<file path="config.mk">
export PLATFORM = sky130hd
export DESIGN_NAME = regfile_wr_arbiter
export DESIGN_NICKNAME = d
export VERILOG_FILES = /design/src/rtl/regfile_wr_arbiter_pkg.sv /design/src/rtl/regfile_wr_arbiter_wb_fifo.sv /design/src/rtl/regfile_wr_arbiter.sv
export SDC_FILE = /design/constraint.sdc
export NUM_CORES = 1
export LEC_CHECK = 0
export BUFFER_PORTS_ARGS = -buffer_cell sky130_fd_sc_hd__buf_2
export CAP_MARGIN = 25
export CORE_MARGIN = 2
export CORE_UTILIZATION = 40
export DETAILED_ROUTE_END_ITERATION = 8
export PLACE_DENSITY_LB_ADDON = 0.2
export SYNTH_ARGS = -nofsm -noshare
export SYNTH_HDL_FRONTEND = slang
export SYNTH_SLANG_ARGS = --single-unit
</file>
<file path="constraint.sdc">
create_clock -name clk_i -period 2.4 [get_ports clk_i]
set_input_delay 0.36 -clock clk_i [delete_from_list [all_inputs] [get_ports clk_i]]
set_output_delay 0.36 -clock clk_i [all_outputs]
set_load 0.02 [all_outputs]
</file>
<file path="src/rtl/regfile_wr_arbiter_pkg.sv">
// Shared widths, grant encoding and a one-hot helper for the regfile write arbiter.
// No logic of its own.
package regfile_arb_pkg;

  localparam int REG_ADDR_W = 5;
  localparam int NUM_REGS   = 32;

  typedef enum logic [1:0] {
    GNT_NONE = 2'd0,
    GNT_EX   = 2'd1,
    GNT_MEM  = 2'd2
  } gnt_e;

  function automatic logic [NUM_REGS-1:0] rd_onehot(input logic [REG_ADDR_W-1:0] rd);
    logic [NUM_REGS-1:0] oh;
    oh     = '0;
    oh[rd] = 1'b1;
    return oh;
  endfunction

endpackage

</file>
<file path="src/rtl/regfile_wr_arbiter_wb_fifo.sv">
// Load-return FIFO of {rd, data}; pushed entry is visible at the head the next cycle.
// Caller must not push when full_o or pop when empty_o; per-entry valid/rd feed the pending mask.
module wb_fifo
  import regfile_arb_pkg::*;
#(
  parameter int DATA_WIDTH = 32,
  parameter int DEPTH      = 2
) (
  input  logic                                clk_i,
  input  logic                                rst_i,
  input  logic                                push_i,
  input  logic [REG_ADDR_W-1:0]               push_rd_i,
  input  logic [DATA_WIDTH-1:0]               push_wd_i,
  input  logic                                pop_i,
  output logic                                full_o,
  output logic                                empty_o,
  output logic [REG_ADDR_W-1:0]               head_rd_o,
  output logic [DATA_WIDTH-1:0]               head_wd_o,
  output logic [DEPTH-1:0]                    ent_vld_o,
  output logic [DEPTH-1:0][REG_ADDR_W-1:0]    ent_rd_o
);

  localparam int AW = (DEPTH > 1) ? $clog2(DEPTH) : 1;

  logic [AW:0]                     wr_ptr_q, rd_ptr_q;
  logic [DEPTH-1:0]                vld_q;
  logic [DEPTH-1:0][REG_ADDR_W-1:0] rd_mem_q;
  logic [DATA_WIDTH-1:0]           wd_mem_q [DEPTH];

  // The extra MSB of each pointer separates the full and empty cases.
  assign empty_o   = (wr_ptr_q == rd_ptr_q);
  assign full_o    = (wr_ptr_q[AW] != rd_ptr_q[AW]) &&
                     (wr_ptr_q[AW-1:0] == rd_ptr_q[AW-1:0]);
  assign head_rd_o = rd_mem_q[rd_ptr_q[AW-1:0]];
  assign head_wd_o = wd_mem_q[rd_ptr_q[AW-1:0]];
  assign ent_vld_o = vld_q;
  assign ent_rd_o  = rd_mem_q;

  always_ff @(posedge clk_i) begin
    if (rst_i) begin
      wr_ptr_q <= '0;
      rd_ptr_q <= '0;
      vld_q    <= '0;
    end else begin
      if (pop_i) begin
        rd_ptr_q                  <= rd_ptr_q + 1'b1;
        vld_q[rd_ptr_q[AW-1:0]]   <= 1'b0;
      end
      if (push_i) begin
        wr_ptr_q                  <= wr_ptr_q + 1'b1;
        vld_q[wr_ptr_q[AW-1:0]]   <= 1'b1;
      end
    end
  end

  always_ff @(posedge clk_i) begin
    if (push_i) begin
      rd_mem_q[wr_ptr_q[AW-1:0]] <= push_rd_i;
      wd_mem_q[wr_ptr_q[AW-1:0]] <= push_wd_i;
    end
  end

endmodule

</file>
<file path="src/rtl/regfile_wr_arbiter.sv">
// Shares the regfile write port between execute results and buffered load returns.
// EX: 1 cycle to rf_we; MEM: >=2 cycles; ex_ready is combinational, mem_ready = FIFO not full.
module regfile_wr_arbiter
  import regfile_arb_pkg::*;
#(
  parameter int DATA_WIDTH     = 32,
  parameter int MEM_FIFO_DEPTH = 2,
  parameter int STARVE_LIMIT   = 4
) (
  input  logic                  clk_i,
  input  logic                  rst_i,
  input  logic                  ex_valid_i,
  output logic                  ex_ready_o,
  input  logic [REG_ADDR_W-1:0] ex_rd_i,
  input  logic [DATA_WIDTH-1:0] ex_wd_i,
  input  logic                  mem_valid_i,
  output logic                  mem_ready_o,
  input  logic [REG_ADDR_W-1:0] mem_rd_i,
  input  logic [DATA_WIDTH-1:0] mem_wd_i,
  output logic                  rf_we_o,
  output logic [REG_ADDR_W-1:0] rf_waddr_o,
  output logic [DATA_WIDTH-1:0] rf_wdata_o,
  output logic [NUM_REGS-1:0]   pending_o
);

  localparam int CW = $clog2(STARVE_LIMIT + 1);

  logic                                     fifo_full, fifo_empty, fifo_push, fifo_pop;
  logic [REG_ADDR_W-1:0]                    head_rd;
  logic [DATA_WIDTH-1:0]                    head_wd;
  logic [MEM_FIFO_DEPTH-1:0]                ent_vld;
  logic [MEM_FIFO_DEPTH-1:0][REG_ADDR_W-1:0] ent_rd;

  gnt_e                  gnt;
  logic [CW-1:0]         starve_q, starve_d;
  logic                  rf_we_q, rf_we_d;
  logic [REG_ADDR_W-1:0] rf_waddr_q, rf_waddr_d;
  logic [DATA_WIDTH-1:0] rf_wdata_q, rf_wdata_d;

  assign mem_ready_o = !rst_i && !fifo_full;
  assign fifo_push   = mem_valid_i && mem_ready_o;
  assign fifo_pop    = (gnt == GNT_MEM);
  assign ex_ready_o  = (gnt == GNT_EX);

  wb_fifo #(
    .DATA_WIDTH (DATA_WIDTH),
    .DEPTH      (MEM_FIFO_DEPTH)
  ) u_fifo (
    .clk_i     (clk_i),
    .rst_i     (rst_i),
    .push_i    (fifo_push),
    .push_rd_i (mem_rd_i),
    .push_wd_i (mem_wd_i),
    .pop_i     (fifo_pop),
    .full_o    (fifo_full),
    .empty_o   (fifo_empty),
    .head_rd_o (head_rd),
    .head_wd_o (head_wd),
    .ent_vld_o (ent_vld),
    .ent_rd_o  (ent_rd)
  );

  always_comb begin
    gnt = GNT_NONE;
    if (!rst_i) begin
      if (starve_q == CW'(STARVE_LIMIT) && !fifo_empty) gnt = GNT_MEM;
      else if (ex_valid_i)                               gnt = GNT_EX;
      else if (!fifo_empty)                              gnt = GNT_MEM;
    end
  end

  always_comb begin
    starve_d = starve_q;
    if (gnt == GNT_MEM || fifo_empty)
      starve_d = '0;
    else if (gnt == GNT_EX && starve_q != CW'(STARVE_LIMIT))
      starve_d = starve_q + CW'(1);
  end

  // Address and data hold on idle cycles; only the enable drops.
  always_comb begin
    rf_we_d    = 1'b0;
    rf_waddr_d = rf_waddr_q;
    rf_wdata_d = rf_wdata_q;
    case (gnt)
      GNT_EX: begin
        rf_we_d    = (ex_rd_i != '0);
        rf_waddr_d = ex_rd_i;
        rf_wdata_d = ex_wd_i;
      end
      GNT_MEM: begin
        rf_we_d    = (head_rd != '0);
        rf_waddr_d = head_rd;
        rf_wdata_d = head_wd;
      end
      default: ;
    endcase
  end

  always_ff @(posedge clk_i) begin
    if (rst_i) begin
      starve_q   <= '0;
      rf_we_q    <= 1'b0;
      rf_waddr_q <= '0;
      rf_wdata_q <= '0;
    end else begin
      starve_q   <= starve_d;
      rf_we_q    <= rf_we_d;
      rf_waddr_q <= rf_waddr_d;
      rf_wdata_q <= rf_wdata_d;
    end
  end

  always_comb begin
    pending_o = '0;
    for (int i = 0; i < MEM_FIFO_DEPTH; i++) begin
      if (ent_vld[i]) pending_o = pending_o | rd_onehot(ent_rd[i]);
    end
    pending_o[0] = 1'b0;
  end

  assign rf_we_o    = rf_we_q;
  assign rf_waddr_o = rf_waddr_q;
  assign rf_wdata_o = rf_wdata_q;

endmodule

</file>
==> flow_summary.toml <==
[worst_hold_path]
min_path_type = "input port to flop"

[finish]
post_route_cells_drive_above_1_share_pct = 41.9
postLayoutCellArea_um2 = 6700
final-seq-area_um2 = 3180
nFillCells = 1131
layout.nets = 644
area_growth_syn_to_layout_pct = 26.9
post_layout_nonfiller_instances = 749
multiInputGateArea_um2 = 1880

[global_routing]
gr-total-overflow = 0
first_pass_grt_wire_length_mm = 20.4
track_usage_pct = 18.7
largest_net_degree_at_the_start_of_global_routing = 41
grt_antenna_before_repair = 2
number_of_global_route_vias_before_repair = 4049

[drt]
number_of_vias_after_detailed_routing = 4041
drtAntennaViolNets = 0
post_drt_wl_per_cell_um = 17.1
first_iter_violations = 205
drc_errors = 0
wirelength_mm = 12.8
drt-vias-per-instance = 5.40
dr.pass1.iters = 6

[yosys]
synthArstFlopShare_pct = 0
post-synth-top-area-fraction_pct = 42.1
syn_area_per_cell_um2 = 12.7
synth_top_cell_by_area = "sky130_fd_sc_hd__edfxtp_1"
netlist_instances = 417
synthDistinctLibCells = 39
syn-num-nets = 499
synth-seq-area-share_pct = 60.3
synth_seq_cells = 122
post-synth-top-count-cell = "sky130_fd_sc_hd__edfxtp_1"
synth_top_area_cells = "sky130_fd_sc_hd__edfxtp_1 (42%), sky130_fd_sc_hd__dfxtp_1 (18%), sky130_fd_sc_hd__mux2i_1 (7.4%), sky130_fd_sc_hd__a31o_2 (6.1%), sky130_fd_sc_hd__a211oi_1 (5.3%)"
synth_ff_type = "sky130_fd_sc_hd__edfxtp_1"
synth.cell_area_um2 = 5280
synth_warnings = 0
synth_cell_count_leaders = "sky130_fd_sc_hd__edfxtp_1 (74), sky130_fd_sc_hd__dfxtp_1 (48), sky130_fd_sc_hd__nor2_1 (45)"
synth-edff-count = 74

[timing]
postLayoutSetupSlackWorst_ns = 0.146
post-route-period-util_pct = 93.9
setup_tns_ns = 0
rsz0062_at_grt = "no"
timing.final.max_slew_violations = 0
layout_min_cycle_time_ns = 2.25
final_hold_viol_count = 0
timing.final.setup_violations = 0
fmax_ghz = 0.444
fin_skew_ns = 0.00688

[setup_path]
start_kind = "flop"
timing.critical_path.fanout_max = 14
crit-reg2reg-launch = "u_fifo.wr_ptr_q[0]$_SDFFE_PP0N_"
worst_r2r_endpoint = "rf_wdata_o[29]$_SDFFE_PP0P_"
timing_worst_setup_path_type = "flop to flop"
cp-endpoint = "rf_wdata_o[29]$_SDFFE_PP0P_"
worst_ep_arrival_time_ns = 2.61
reg2reg_depth = 8
crit_required_ns = 2.75
worst_setup_path_end_kind = "flop"
setup.reg_to_reg.worst_slack_ns = 0.15
worstSetupStartpoint = "u_fifo.wr_ptr_q[0]$_SDFFE_PP0N_"

[cts]
clkSinkCount = 122
cts_tree = "done"
maximum_buffer_depth_of_the_clock_tree = 2
postCtsSetupBuffers = 0
cts-htree-levels = 4
worst_skew_pair.late_latency_ns = 0.41
clock-root-buffer = "sky130_fd_sc_hd__clkbuf_16"
cts.reportedPaths.clkPinSlew_ns = 0.05
cts_hold_buf = 0
cts_repair_resize_count = 0
cts_made_buffers = 17

[pwr]
seqPwrFrac_pct = 46.4
power.net_switching_mw = 1.28
p_int_mw = 3.92
share_of_power_burned_in_combinational_logic_pct = 12.0
pwr-share-clk_pct = 41.5
netSwitchingFraction_pct = 24.6
cellPowerDensity_nw_per_um2 = 777
power.ir.vdd_worst_v = 0.000550
power_leakage_nw = 2.62

[place]
numPlacedInstances = 715
detailedPlace.worstSlack_ns = 0.182
hpwlAfterDp_mm = 8.54
port_buffer_count = 148
post_dp_cell_area_um2 = 6190
routability_congestion_estimate = 0.771

[die]
die_height_um = 119
io_pins = 150
die_area_um2 = 14100
die_width_um = 119
core_area_um2 = 12800
placement_rows = 41
initial_cell_density_of_the_core_pct = 41.3

[run]
max_cap_violations = 0

[outcome]
run_status = "completed"
==> cell usage in the layout, fill, tap and decap left out, types with 3 or more instances in the layout <==
cell type                   synthesis  routed
sky130_fd_sc_hd__inv_1              4       4
sky130_fd_sc_hd__a211oi_1          37      37
sky130_fd_sc_hd__a21oi_1            3       3
sky130_fd_sc_hd__ha_1               4       3
sky130_fd_sc_hd__xnor2_1            4       4
sky130_fd_sc_hd__nand2_1            6       6
sky130_fd_sc_hd__or3b_2             3       3
sky130_fd_sc_hd__mux2i_1           39      39
sky130_fd_sc_hd__clkbuf_16          0      17
sky130_fd_sc_hd__buf_12             0       4
sky130_fd_sc_hd__buf_2              7     148
sky130_fd_sc_hd__nor2_1            45      45
sky130_fd_sc_hd__nand3_1            4       4
sky130_fd_sc_hd__clkbuf_1          15       3
sky130_fd_sc_hd__dfxtp_1           48      47
sky130_fd_sc_hd__o22ai_1           32      32
sky130_fd_sc_hd__clkinv_2           0       8
sky130_fd_sc_hd__buf_4              5      10
sky130_fd_sc_hd__nand3b_1          10      10
sky130_fd_sc_hd__edfxtp_1          74      74
sky130_fd_sc_hd__or3b_1             3       3
sky130_fd_sc_hd__clkinv_1           1       3
sky130_fd_sc_hd__a31o_2            37      37
sky130_fd_sc_hd__o21ai_0            3       3
==> flip-flops by register name, summed over array words and instances, names as in the netlist, named ones only <==
name              count
u_fifo.ent_vld_o      2
u_fifo.wd_mem_q      64
u_fifo.rd_ptr_q       2
rf_wdata_o           32
rf_we_o               1
u_fifo.wr_ptr_q       2
rf_waddr_o            5
u_fifo.ent_rd_o      10
starve_q              3
==> worst max-delay path, cell delays in order (launching register included) <==
cell	delay [ns]
sky130_fd_sc_hd__dfxtp_1	0.39
sky130_fd_sc_hd__xnor2_1	0.13
sky130_fd_sc_hd__and2_1	0.21
sky130_fd_sc_hd__a211o_1	0.27
sky130_fd_sc_hd__ha_1	0.28
sky130_fd_sc_hd__or2_2	0.32
sky130_fd_sc_hd__buf_4	0.21
sky130_fd_sc_hd__a211oi_1	0.24
sky130_fd_sc_hd__a31o_2	0.15
==> how the worst min path moves through the flow <==
stage / from / end / slack, ns / depth (start not counted)
2_1_floorplan: mem_rd_i[0] / u_fifo.ent_rd_o[0]$_DFFE_PP_ / 0.46 / 0
3_3_place_gp: rf_wdata_o[10]$_SDFFE_PP0P_ / rf_wdata_o[10]$_SDFFE_PP0P_ / 0.47 / 1
3_5_place_dp: rf_wdata_o[10]$_SDFFE_PP0P_ / rf_wdata_o[10]$_SDFFE_PP0P_ / 0.47 / 1
4_1_cts: mem_wd_i[19] / u_fifo.wd_mem_q[0][19]$_DFFE_PP_ / 0.12 / 1
6_report: mem_wd_i[14] / u_fifo.wd_mem_q[1][14]$_DFFE_PP_ / 0.14 / 1
5_1_grt: mem_wd_i[22] / u_fifo.wd_mem_q[1][22]$_DFFE_PP_ / 0.12 / 1
==> through the flow <==
step / total power [mW] / util, % / hold WS, ns
after detailed placement: 3.09 / 48.5 / 0.474
after floorplan: 2.85 / - / 0.459
after global placement: 3.07 / 48.5 / 0.466
final: 5.21 / 52.5 / 0.136
after CTS: 5.26 / 52.4 / 0.119
after global routing: 5.41 / 52.5 / 0.124
==> routing by layer <==
| metal | GRT usage (%) | up-vias | part of all wire (%) |
|---|---|---|---|
| met5 | 0 | - | 0 |
| met4 | 9.30 | 0 | 2.5 |
| met3 | 5.08 | 29 | 5.0 |
| met2 | 30.7 | 134 | 49 |
| met1 | 22.7 | 1957 | 44 |
| li1 | - | 1921 | - |
==> area by class of cell <==
cell class | instances | area share, %
sequential | 122 | 47.5
multi-input combinational | 254 | 28.0
timing repair buffer | 162 | 13.4
clock buffer | 21 | 6.72
tap | 172 | 3.21
clock inverter | 11 | 0.821
inverter | 5 | 0.280
antenna | 2 | 0.0747
==> logic make-up (layout without fill, tap and decap cells) <==
logic type                 count (synthesis)  after routing  share of synthesized area, %
AOI/OAI and AO/OA                        125            125                          18.3
xor gates and xnor gates                   6              6                         0.995
adders and majority gates                  4              4                         0.948
buffers and inverters                     41            199                          4.24
DFF                                      122            122                          60.3
muxes                                     39             39                          7.39
other                                      1              3                        0.0710
and+or+nand+nor                           79             79                          7.73
==> power groups by stage <==
stage,logic [mW],clock network [mW],registers [mW]
after floorplan,0.337,0,2.51
after global routing,0.688,2.30,2.43
after detailed placement,0.631,0,2.46
after global placement,0.619,0,2.45
final,0.626,2.16,2.42
after CTS,0.633,2.21,2.42
Note: power is estimated with default switching activity, not from simulation.
